==> src/rtl/shift_frame_sequencer.sv <==
// shift_frame_sequencer: command-driven frame engine around a bidirectional
// shift register. A parallel word is loaded on a command handshake, shifted out
// serially on sout while sin is captured, and the captured register is returned
// on a response handshake.
//
// Handshake rule (both channels): a transfer happens on the rising clk edge
// where valid and ready are both high; valid, once raised by the producer, is
// held with stable payload until that edge, and ready may be raised or dropped
// freely.
module shift_frame_sequencer #(
  parameter int size = 16,
  localparam int LW = $clog2(size + 1)
) (
  input  logic            clk,
  input  logic            rst,
  input  logic            cmd_valid,
  output logic            cmd_ready,
  input  logic [size-1:0] cmd_data,
  input  logic            cmd_dir,
  input  logic [LW-1:0]   cmd_len,
  input  logic            abort,
  input  logic            sin,
  output logic            sout,
  output logic            busy,
  output logic            rsp_valid,
  input  logic            rsp_ready,
  output logic [size-1:0] rsp_data,
  output logic [1:0]      dbg_state
);

  typedef enum logic [1:0] {
    IDLE  = 2'd0,
    SHIFT = 2'd1,
    DONE  = 2'd2
  } state_t;

  localparam logic [LW-1:0] FULL_LEN = LW'(size);

  state_t          state_q, state_d;
  logic [size-1:0] sr_q, sr_d;
  logic [LW-1:0]   cnt_q, cnt_d;
  logic            dir_q, dir_d;

  logic            cmd_accept;
  logic [LW-1:0]   eff_len;

  // Zero or oversized lengths fall back to a full-width frame.
  assign eff_len = ((cmd_len == '0) || (cmd_len > FULL_LEN)) ? FULL_LEN : cmd_len;

  // Only IDLE takes commands; abort and reset both hold the door shut.
  assign cmd_ready  = rst && (state_q == IDLE) && !abort;
  assign cmd_accept = cmd_valid && cmd_ready;

  // Outputs decoded directly from registered state.
  assign busy      = (state_q != IDLE);
  assign rsp_valid = (state_q == DONE);
  assign rsp_data  = (state_q == DONE) ? sr_q : '0;
  assign sout      = (state_q == SHIFT) ? (dir_q ? sr_q[0] : sr_q[size-1]) : 1'b0;
  assign dbg_state = state_q;

  // Next-state logic for the frame FSM and its datapath registers.
  always_comb begin
    state_d = state_q;
    sr_d    = sr_q;
    cnt_d   = cnt_q;
    dir_d   = dir_q;
    case (state_q)
      IDLE: begin
        if (cmd_accept) begin
          sr_d    = cmd_data;
          dir_d   = cmd_dir;
          cnt_d   = eff_len;
          state_d = SHIFT;
        end
      end
      SHIFT: begin
        if (abort) begin
          sr_d    = '0;
          cnt_d   = '0;
          state_d = IDLE;
        end else begin
          if (dir_q) begin
            sr_d = {sin, sr_q[size-1:1]};
          end else begin
            sr_d = {sr_q[size-2:0], sin};
          end
          cnt_d = cnt_q - 1'b1;
          if (cnt_q == LW'(1)) begin
            state_d = DONE;
          end
        end
      end
      DONE: begin
        if (abort) begin
          sr_d    = '0;
          cnt_d   = '0;
          state_d = IDLE;
        end else if (rsp_ready) begin
          state_d = IDLE;
        end
      end
      default: begin
        state_d = IDLE;
      end
    endcase
  end

  // State and datapath registers with asynchronous active-low reset.
  always_ff @(posedge clk or negedge rst) begin
    if (!rst) begin
      state_q <= IDLE;
      sr_q    <= '0;
      cnt_q   <= '0;
      dir_q   <= 1'b0;
    end else begin
      state_q <= state_d;
      sr_q    <= sr_d;
      cnt_q   <= cnt_d;
      dir_q   <= dir_d;
    end
  end

endmodule
==> config.mk <==
export PLATFORM = sky130hd
export DESIGN_NAME = shift_frame_sequencer
export DESIGN_NICKNAME = d
export VERILOG_FILES = /design/src/rtl/shift_frame_sequencer.sv
export SDC_FILE = /design/constraint.sdc
export NUM_CORES = 1
export LEC_CHECK = 0
export ABC_AREA = 1
export BUFFER_PORTS_ARGS = -buffer_cell sky130_fd_sc_hd__buf_4
export CAP_MARGIN = 0
export CORE_ASPECT_RATIO = 1.4
export CORE_MARGIN = 2
export CORE_UTILIZATION = 54
export CTS_BUF_LIST = sky130_fd_sc_hd__clkbuf_8
export CTS_CLUSTER_SIZE = 40
export DETAILED_ROUTE_END_ITERATION = 12
export GPL_ROUTABILITY_DRIVEN = 0
export MAX_ROUTING_LAYER = met4
export PLACE_DENSITY = 0.86
export SYNTH_ARGS = -nofsm -noshare
export SYNTH_HDL_FRONTEND = slang
export SYNTH_SLANG_ARGS = --single-unit
==> constraint.sdc <==
create_clock -name clk -period 1.6 [get_ports clk]
set_input_delay 0.24 -clock clk [delete_from_list [all_inputs] [get_ports clk]]
set_output_delay 0.24 -clock clk [all_outputs]
set_load 0.03 [all_outputs]
# [After elaboration in Yosys (flattened, before gate mapping)]
# Index checks and enable logic that the tools add are counted.
# Widths: inputs -> output; s select.
[classes] n_addsub=1 order_cmp=1 n_eq_ne=7 muxes=19 n_reduce_logical=12
[op_table] op="$mux 16" n=5
[op_table] op="$pmux 16 s3" n=1
[op_table] op="$mux 5" n=4
[op_table] op="$pmux 5 s3" n=1
[op_table] op="$mux 2" n=5
[op_table] op="$ne 3x2->1 const B" n=2
[op_table] op="$pmux 2 s3" n=1
[op_table] op="$reduce_and 3->1" n=2
[op_table] op="$eq 5x1->1 const B" n=1
[op_table] op="$gt 5x5->1 const B" n=1
[op_table] op="$logic_not 5->1" n=1
[op_table] op="$sub 5x1->5 const B" n=1
[op_table] op="$ne 2x2->1 const B" n=2
[op_table] op="$logic_and 1x1->1" n=3
[op_table] op="$reduce_bool 3->1" n=1
[op_table] op="$eq 2x1->1 const B" n=1
[op_table] op="$eq 2x2->1 const B" n=1
[op_table] op="$logic_not 2->1" n=1
[op_table] op="$mux 1" n=2
[op_table] op="$reduce_and 2->1" n=1
[op_table] op="$reduce_bool 2->1" n=1
[op_table] op="$logic_not 1->1" n=1
[op_table] op="$logic_or 1x1->1" n=1
[word_totals] reg_bits=24 input_bits=28 output_inout_bits=22 wordCells=44

# [Longest topological paths before layout]
# Gate-level depths: netlist of the first run.
[logic_depth] ltp_word=6 depth_mapped=9

# [Worst setup path before layout of the first run]
# OpenSTA, ideal clock, no wires.
[synth_timing] path_kind="reg-to-output" startpoint="reg state_q[0], in the netlist dbg_state[0]" endpoint="out rsp_data[10]" arrival_ns=1.773 slack_ns=-0.413 stages_incl_launch_ff=7 n_path_buf=2 path_cell_list="dfrtp_1 inv_1 ha_1 buf_2 clkbuf_1 nand2_1 inv_1"
[synth_between] elab_chain_cells=2
[synth_rtl] element="start: declaration" line_no="39" rtl="state_t state_q, state_d;"
[synth_rtl] element="start signal: assignment" line_no="116" rtl="state_q <= state_d;"
[synth_rtl] element="$eq 2x2->1"
[synth_rtl] element="net rsp_valid" line_no="25" rtl="output logic rsp_valid,"
[synth_rtl] element="$mux 16" line_no="57" rtl="assign rsp_data = (state_q == DONE) ? sr_q : '0;"
[synth_rtl] element="end: declaration" line_no="27" rtl="output logic [size-1:0] rsp_data,"
# The timed path passes the listed nets, and every way through them passes these cells.

# [Worst setup path after layout of the first run]
[layout_timing] startpoint="reg state_q[0], in the netlist dbg_state[0]" endpoint="reg sr_q[13]"
[layout_between] elab_chain_cells=6 elab_cells_between_ends=11
[layout_rtl] element="$logic_not 2->1" line_no="51, 67"
[layout_rtl] element="$logic_and 1x1->1 (2 in a row)" line_no="51" rtl="assign cmd_ready = rst && (state_q == IDLE) && !abort;"
[layout_rtl] element="$logic_and 1x1->1" line_no="52" rtl="assign cmd_accept = cmd_valid && cmd_ready;"
[layout_rtl] element="$ne 2x2->1 (no source line)"
[layout_rtl] element="$reduce_and 3->1 (no source line)"
[layout_rtl] element="end signal: assignment" line_no="117" rtl="sr_q <= sr_d;"
[layout_rtl] element="end: declaration" line_no="40" rtl="logic [size-1:0] sr_q, sr_d;"
# Several ways; a longest one is shown, not always the timed one.
# A chain may end at the register's enable or synchronous reset.

==> flow_summary_export.csv, run 1 <==
group,metric,value,unit
drt,wl_met1,2.019,mm
grt,grt_usage,0.2628,
drt,ant_nets,0,
run,cap_violations,0,
timing,hold_violations,0,
die,dieArea,3796,µm²
worst_setup_path,crit_fanout,5,
die,initial_core_util,0.5675,
drt,dr.pass1.iters,5,
timing,worst_pin_slew,0.2796,ns
worst_setup_path,setup.worst_path.end,"sr_q[13]",
synth,ys_top_cells_by_area,"nand2_1 (35%), dfrtp_1 (34%), inv_1 (9.0%)",
die,std_cell_rows,24,
grt,antenna_found_initial,0,
timing,finalSetupViolations,32,
worst_setup_path,crit_top_cell,"nand2_1",
worst_setup_path,arrival,1.80,ns
clock_network,clock-sinks,24,
outcome,violations,"setup timing",
timing,layout_min_cycle_time,1.636,ns
die,dieHeight,72.11,µm
die,ios,50,
worst_setup_path,crit_chain,"inv_4 > ha_4 > nand4_1 > nand2_2 > nand3_1 > buf_4 > nand2_1 > nand2_1",
drt,met3_length,269,µm
synth,yosysSeqAreaShare,0.3357,
timing,relSlewSlack,0.8136,
grt,first_global_vias,1803,
power,p_total,0.004500,W
clock_network,path_clk_slew,0.09,ns
clock_network,cts_made_buffers,3,
synth,netlist_instances,300,
grt,grt_max_degree,33,
drt,drt-initial-drc-count,56,
cells_and_area,layout_common_cells,"nand2_1 (155), buf_4 (43), inv_1 (27), buf_6 (23), dfrtp_1 (22)",
drt,maxUsedRoutingLayer,"met4",
timing,timing.hold.ws,0.2601,ns
power,ir_worst_vdd,1.776,mV
synth,syn_area_per_cell,5.964,µm²
synth,synth_cell_types,17,
clock_network,cts_buffer_depth,2,
worst_setup_path,critical_path.startpoint_type,"flop",
cells_and_area,layout_commonest_cell,"nand2_1",
worst_setup_path,r2r_end,"sr_q[13]",
hold_path,hold_class,"in -> reg",
synth,synth_top_area_share,0.3503,
cells_and_area,area_growth,43.92,%
placement,place_ws,0.01816,ns
drt,routed_wl,5.196,mm
timing,setup_slack,-0.03598,ns
grt,gr-total-overflow,0,
die,core-area,3153,µm²
cells_and_area,final_nets,399,
worst_setup_path,crit_type,"reg -> reg",
cells_and_area,antenna_cells,0,
worst_setup_path,crit_required,1.76,ns
synth,yosysWarnings,0,
timing,rsz0062_at_grt,"true",
timing,finalMaxSlewViolations,0,
worst_setup_path,slowest_delay,0.45,ns
clock_network,cts_tree,"built",
cells_and_area,fin_util,0.8167,
cells_and_area,layout-drive-gt1-share,0.3122,
power,p_per_area,1747,nW/µm²
die,die_w,52.65,µm
synth,synth_area,1789,µm²
clock_network,insertion_delay,0.27,ns
worst_setup_path,rrSetupSlack,-0.04,ns
power,p_leak,1.478,nW
cells_and_area,fillers,214,
worst_setup_path,worstSetupStartpoint,"dbg_state[0]",
cells_and_area,layout.cells.non_filler,401,
clock_network,cts_root_buffer,"clkbuf_8",
worst_setup_path,cp-end-kind,"flop",
drt,dr_wl_met2,2.764,mm
synth,synth_area_leader_cell,"nand2_1",
outcome,outcome,"finished with violations",
drt,via_per_inst,5.137,
drt,drc,0,
placement,hpwl,3.173,mm
worst_setup_path,cpMaxStageDelayCell,"dfrtp_2",
worst_setup_path,reg2regPathDepth,8,
timing,fin_skew,0.006774,ns
synth,synth_seq_cells,24,
timing,timing.fmax,611.3,MHz
placement,placed_cells,386,
drt,via_count,2060,
synth,syn-num-nets,336,
clock_network,htree_num_levels,1,
drt,drt-wirelength-per-cell,12.96,µm
timing,post-route-period-util,1.022,
grt,grt_pass1_wl,7.452,mm
worst_setup_path,r2r_start,"dbg_state[0]",
placement,port_buffers,49,
-- final cells by class --
class | count | area, µm² | area share
clock buffer | 4 | 55.05 | 0.02138
inverter | 45 | 171.4 | 0.06657
sequential | 24 | 603.1 | 0.2342
timing repair buffer | 70 | 656.9 | 0.2551
multi-input combinational | 219 | 1040 | 0.4038
tap | 39 | 48.80 | 0.01895
-- synthesized netlist by cell type --
cell type	instances
a21oi_1	2
buf_2	7
buf_4	3
clkbuf_1	2
dfrtp_1	24
ha_1	8
inv_1	43
inv_2	2
nand2_1	167
nand3_1	8
nand4_1	3
nor2_1	7
nor2_4	1
o21ai_0	20
or2_1	1
or2_2	1
xnor2_1	1
-- power by group --
group	switching (W)	internal (W)	leakage, nW
Clock	0.000209	0.000220	0.0288
Combinational	0.00172	0.00121	1.14
Sequential	0.000287	0.000860	0.307
Total	0.00221	0.00229	1.48
-- worst min-delay path by stage --
stage	startpoint	endpoint	cells after the start
6_report	cmd_data[3]	sr_q[3]	5
3_5_place_dp	rst	sr_q[13]	1
3_3_place_gp	rst	sr_q[13]	1
4_1_cts	cmd_dir	dir_q	3
2_1_floorplan	rst	cnt_q[0]	0
5_1_grt	cmd_dir	dir_q	3
-- cell families after synthesis --
| family | after synthesis | synth area share |
|---|---|---|
| buffers and inverters | 57 | 0.1308 |
| xor gates and xnor gates | 1 | 0.004896 |
| AOI/OAI and AO/OA | 22 | 0.06154 |
| adders and majority gates | 8 | 0.05595 |
| and+or+nand+nor | 188 | 0.4112 |
| DFF | 24 | 0.3357 |
-- metrics by stage --
step,TNS [ns],cell area (µm²)
finish,-0.6204,2575
global route,-3.328,2575
CTS,-0.1031,2416
detailed placement,0,2231
global placement,0,2231
floorplan,0,1807
-- sequential cells by signal (all words and copies together) (netlist names) --
name / cells
sr_q: 16
cnt_q: 5
dbg_state: 2
dir_q: 1
-- metal layers --
metal	global-route usage	vias to the layer above
met5	-	-
li1	-	1010
met3	0.02675	14
met2	0.4667	78
met4	0.1054	0
met1	0.2937	958
-- repair_timing --
| item | CTS | global route |
|---|---|---|
| hold buffers | 1 | 0 |
| cloned | 0 | 2 |
| buffers inserted | 2 | 7 |
| setup endpoints to repair | 19 | 39 |
| pin swaps | 1 | 1 |
| resized for setup | 30 | 25 |
| endpoints found under the hold margin | 4 | 0 |
-- worst max-delay path, delay by kind of cell, from the launching register on --
family                     cells  cell delay, ns
adders and majority gates      1            0.15
DFF                            1            0.45
and+or+nand+nor                5            0.64
buffers and inverters          2            0.27
(Power assumes the default switching activity.)
==> inputs of run 2 (changes only) <==
--- a/config.mk
+++ b/config.mk
@@ -6,17 +6,18 @@
 export NUM_CORES = 1
 export LEC_CHECK = 0
 export ABC_AREA = 1
-export BUFFER_PORTS_ARGS = -buffer_cell sky130_fd_sc_hd__buf_4
 export CAP_MARGIN = 0
 export CORE_ASPECT_RATIO = 1.4
 export CORE_MARGIN = 2
-export CORE_UTILIZATION = 54
+export CORE_UTILIZATION = 60
 export CTS_BUF_LIST = sky130_fd_sc_hd__clkbuf_8
 export CTS_CLUSTER_SIZE = 40
 export DETAILED_ROUTE_END_ITERATION = 12
+export DONT_BUFFER_PORTS = 1
 export GPL_ROUTABILITY_DRIVEN = 0
+export HOLD_SLACK_MARGIN = 0.1
 export MAX_ROUTING_LAYER = met4
-export PLACE_DENSITY = 0.86
+export PLACE_DENSITY = 0.8
 export SYNTH_ARGS = -nofsm -noshare
 export SYNTH_HDL_FRONTEND = slang
 export SYNTH_SLANG_ARGS = --single-unit
==> flow_summary_export.csv, run 2 (synthesized netlist as in run 1, its figures left out) <==
group,metric,value,unit
drt,via_count,1753,
grt,gr-total-overflow,0,
cells_and_area,regMostFlops,"sr_q",
power,p_per_area,1918,nW/µm²
worst_setup_path,crit_chain,"buf_8 > ha_4 > o21ai_2 > a21oi_2 > buf_6",
worst_setup_path,slowest_delay,0.41,ns
clock_network,clock-sinks,24,
die,ios,50,
timing,worst_pin_slew,1.092,ns
timing,post-route-period-util,1.003,
cells_and_area,layout_commonest_cell,"nand2_1",
timing,setup_slack,-0.005306,ns
worst_setup_path,cp_top_family,"flip-flops",
placement,placed_cell_area,1868,µm²
timing,fin_skew,0.003902,ns
power,p_switching,0.002014,W
clock_network,cts_tree,"built",
timing,relSlewSlack,0.2698,
worst_setup_path,arrival,1.37,ns
cells_and_area,regArea,604.3,µm²
drt,dr.pass1.iters,5,
drt,drc,0,
power,p_clk_frac,0.095,
outcome,outcome,"finished with violations",
clock_network,cts_root_buffer,"clkbuf_8",
drt,ant_nets,0,
timing,rsz0062_at_grt,"true",
worst_setup_path,crit_type,"reg -> out",
cells_and_area,layout-drive-gt1-share,0.1753,
clock_network,cts_made_buffers,3,
timing,hold_violations,0,
cells_and_area,antenna_cells,0,
power,p_total,0.003947,W
clock_network,htree_num_levels,1,
drt,routed_wl,4.209,mm
drt,drt-initial-drc-count,41,
worst_setup_path,cp-end-kind,"output port",
worst_setup_path,critical_path.startpoint_type,"flop",
power,intPower,0.001933,W
hold_path,hold_class,"in -> reg",
timing,timing.fmax,622.9,MHz
grt,first_global_vias,1619,
timing,layout_min_cycle_time,1.605,ns
clock_network,cts_buffer_depth,2,
drt,via_per_inst,5.081,
power,p_leak,1.175,nW
run,cap_violations,0,
die,die_w,50.15,µm
timing,finalMaxSlewViolations,0,
power,seqPwrFrac,0.293,
worst_setup_path,crit_fanout,4,
cells_and_area,final_nets,345,
power,ir_worst_vdd,1.523,mV
die,dieHeight,68.62,µm
clock_network,path_clk_slew,0.09,ns
grt,grt_pass1_wl,6.893,mm
timing,finalSetupViolations,1,
cells_and_area,layout_common_cells,"nand2_1 (163), inv_1 (26), dfrtp_1 (21), o21ai_0 (19), inv_2 (17)",
placement,hpwl,2.807,mm
cells_and_area,fin_util,0.7224,
cells_and_area,fillers,235,
cells_and_area,multi_input_area,1016,µm²
outcome,violations,"setup timing",
die,core-area,2849,µm²
cells_and_area,final_area,2058,µm²
power,p_comb_frac,0.612,
worst_setup_path,path_buf_inv,2,
drt,drt-wirelength-per-cell,12.20,µm
clock_network,insertion_delay,0.27,ns
power,sw_frac_of_total,0.5103,
worst_setup_path,cpMaxStageDelayCell,"dfrtp_2",
grt,grt_usage,0.2699,
timing,fin_tns_setup,-0.005306,ns
worst_setup_path,crit_required,1.36,ns
placement,port_buffers,0,
die,std_cell_rows,23,
grt,antenna_found_initial,0,
die,dieArea,3441,µm²
cells_and_area,largest_reg_flops,16,
cells_and_area,area_growth,15.03,%
die,initial_core_util,0.6280,
grt,grt_max_degree,25,
run 2: changes by cell type in the layout (fill, tap and decap cells not counted), moves of 2 or more:
cell,previous run,this run
inv_4,1,3
buf_8,0,2
nand2_2,12,4
nand2_1,155,163
buf_6,23,2
buf_4,43,9
run 2: metrics by stage:
| step | hold slack (ns) | std cells | setup slack [ns] |
|---|---|---|---|
| detailed placement | -0.05484 | 336 | 0.01381 |
| global route | 0.1111 | 345 | -0.03940 |
| finish | 0.1112 | 345 | -0.005306 |
| floorplan | -0.05559 | 300 | 0.005033 |
| global placement | -0.05486 | 336 | 0.03095 |
| CTS | 0.1022 | 341 | 0.0009768 |
run 2: timing repair:
item | 4_1_cts | 5_1_grt
setup endpoints to repair | 21 | 40
gates resized for setup | 19 | 16
cloned | 0 | 1
hold buffers | 1 | 0
hold endpoints to repair | 24 | 0
pin swaps | 1 | 4
setup buffers | 0 | 3
run 2: worst paths after layout:
| path | startpoint | endpoint | slack [ns] | cells after the start |
|---|---|---|---|---|
| min in group asynchronous | rst | sr_q[11] | 0.62 | 1 |
| worst max register to register | dbg_state[1] | sr_q[5] | 0.06 | 8 |
| worst max-delay path | dbg_state[0] | sout | -0.005 | 5 |
| max in group asynchronous | rst | dbg_state[1] | 0.26 | 1 |
| worst min-delay path | cmd_dir | dir_q | 0.11 | 2 |
| worst min register to register | cnt_q[1] | cnt_q[1] | 0.51 | 2 |
run 2: routing by layer:
metal,GRT usage,vias to the layer above,share of wire
li1,-,903,-
met1,0.3151,784,0.43
met2,0.4688,59,0.50
met3,0.03017,7,0.052
met4,0.1215,0,0.017
met5,-,-,0
run 2: cell type report:
cell class / count / area share
clock inverters: 1 / 0.001824
inverters: 45 / 0.08571
repair buffers: 16 / 0.08267
clock buffers: 3 / 0.02006
well taps: 37 / 0.02249
flip-flops and latches: 24 / 0.2936
multi-input cells: 219 / 0.4936
run 2: power by group through the flow:
stage | combinational [W] | clock [W] | sequential, W
6_report | 0.00242 | 0.000374 | 0.00116
5_1_grt | 0.00273 | 0.000399 | 0.00120
4_1_cts | 0.00224 | 0.000376 | 0.00113
3_5_place_dp | 0.00211 | 0 | 0.00113
3_3_place_gp | 0.00207 | 0 | 0.00113
2_1_floorplan | 0.00169 | 0 | 0.00109
==> inputs of run 3 (changes only) <==
==> constraint.sdc (replaced) <==
create_clock -name clk -period 1.9 [get_ports clk]
set_input_delay 0.285 -clock clk [delete_from_list [all_inputs] [get_ports clk]]
set_output_delay 0.285 -clock clk [all_outputs]
set_load 0.03 [all_outputs]
==> flow_summary_export.csv, run 3 (synthesized netlist as in run 1, its figures left out) <==
group,metric,value,unit
die,core-area,2849,µm²
power,p_leak,1.185,nW
clock_network,cts_tree,"built",
cells_and_area,layout-drive-gt1-share,0.06579,
worst_setup_path,cp-end-kind,"output port",
grt,grt_max_degree,25,
placement,hpwl,2.890,mm
cells_and_area,largest_reg_flops,16,
timing,finalSetupViolations,0,
cells_and_area,regArea,600.6,µm²
grt,first_global_vias,1573,
cells_and_area,final_nets,342,
drt,via_per_inst,5.106,
power,ir_worst_vdd,1.260,mV
clock_network,path_clk_slew,0.08,ns
grt,grt_usage,0.2624,
placement,placed_cells,336,
drt,ant_nets,0,
power,p_per_area,1574,nW/µm²
die,dieArea,3441,µm²
timing,post-route-period-util,0.9344,
cells_and_area,area_growth,8.252,%
worst_setup_path,arrival,1.49,ns
worst_setup_path,path_buf_inv,1,
cells_and_area,layout_commonest_cell,"nand2_1",
grt,gr-total-overflow,0,
cells_and_area,regMostFlops,"sr_q",
clock_network,cts_buffer_depth,2,
cells_and_area,multi_input_area,967.2,µm²
outcome,outcome,"complete, no violations",
drt,routed_wl,3.982,mm
timing,layout_min_cycle_time,1.775,ns
worst_setup_path,cp_top_family,"flip-flops",
clock_network,clock-sinks,24,
die,die_w,50.15,µm
timing,rsz0062_at_grt,"false",
timing,finalMaxSlewViolations,0,
drt,drt-wirelength-per-cell,11.68,µm
die,dieHeight,68.62,µm
timing,fin_skew,0.006140,ns
timing,relSlewSlack,0.6484,
clock_network,cts_root_buffer,"clkbuf_8",
worst_setup_path,critical_path.startpoint_type,"flop",
worst_setup_path,cpMaxStageDelayCell,"dfrtp_1",
run,cap_violations,0,
timing,fin_tns_setup,0,ns
drt,drc,0,
cells_and_area,fin_util,0.6798,
cells_and_area,fillers,278,
clock_network,cts_made_buffers,3,
worst_setup_path,crit_fanout,20,
cells_and_area,layout_common_cells,"nand2_1 (167), inv_1 (43), dfrtp_1 (24), o21ai_0 (20), buf_4 (11)",
timing,worst_pin_slew,0.5273,ns
clock_network,insertion_delay,0.27,ns
die,initial_core_util,0.6280,
grt,antenna_found_initial,0,
cells_and_area,final_area,1937,µm²
drt,drt-initial-drc-count,33,
placement,port_buffers,0,
clock_network,htree_num_levels,1,
power,p_total,0.003048,W
timing,hold_violations,0,
worst_setup_path,crit_required,1.62,ns
die,std_cell_rows,23,
worst_setup_path,slowest_delay,0.68,ns
cells_and_area,layout.cells.non_filler,341,
worst_setup_path,crit_chain,"o21ai_0 > a21oi_1 > buf_4",
drt,dr.pass1.iters,4,
die,ios,50,
worst_setup_path,crit_type,"reg -> out",
drt,via_count,1741,
cells_and_area,antenna_cells,0,
placement,placed_cell_area,1856,µm²
hold_path,hold_class,"in -> reg",
timing,timing.fmax,563.3,MHz
grt,grt_pass1_wl,6.644,mm
==> run 3: cell types whose count changed in the layout (fill, tap and decap cells not counted), sizes merged <==
| cell | delta |
|---|---|
| buf | -3 |
| inv | -1 |
==> run 3: power breakdown <==
part / internal, W / switching [W] / leakage, nW
combinational: 0.000608 / 0.00118 / 0.854
sequential: 0.000721 / 0.000245 / 0.310
clock: 0.000142 / 0.000155 / 0.0216
==> run 3: worst reg2reg max path, stage by stage, from the launching register on <==
cell	delay, ns
dfrtp_1	0.38
inv_1	0.14
ha_1	0.27
nand4_1	0.17
nand2_1	0.15
nand3_1	0.11
buf_4	0.21
nand2_1	0.07
nand2_1	0.06
==> run 3: worst paths after layout <==
| kind | start | end | slack (ns) | depth (start not counted) |
|---|---|---|---|---|
| max | dir_q | sout | 0.12 | 3 |
| min | cmd_dir | dir_q | 0.16 | 2 |
| max reg2reg | dbg_state[0] | sr_q[11] | 0.23 | 8 |
| min reg2reg | cnt_q[1] | cnt_q[1] | 0.51 | 2 |
| max in group asynchronous | rst | sr_q[3] | 1.30 | 2 |
| min in group asynchronous | rst | sr_q[9] | 0.45 | 2 |
==> run 3: routing by layer <==
layer	share of wire	vias to the layer above	global-route usage
met4	0.016	0	0.1146
met1	0.43	787	0.2976
li1	-	898	-
met2	0.51	52	0.4753
met3	0.049	4	0.01940
met5	0	-	-
==> run 3: area by class of cell <==
cell class	count	area share
clock buffer	3	0.02132
timing repair buffer	13	0.05814
sequential	24	0.3101
multi-input combinational	219	0.4994
tap	37	0.02390
inverter	45	0.08721
==> run 3: per-stage QoR <==
step / setup WS, ns / hold WS (ns)
after floorplan: 0.03385 / -0.01059
after global placement: 0.3139 / -0.01007
after detailed placement: 0.2592 / -0.009976
after CTS: 0.08832 / 0.1638
after global routing: 0.02615 / 0.1740
final: 0.1246 / 0.1640
==> run 3: timing repair <==
action | CTS | global route
endpoints found under the hold margin | 24 | 0
buffers inserted | 0 | 0
setup endpoints to repair | 0 | 1
resized for setup | 0 | 1
hold buffers | 2 | 0
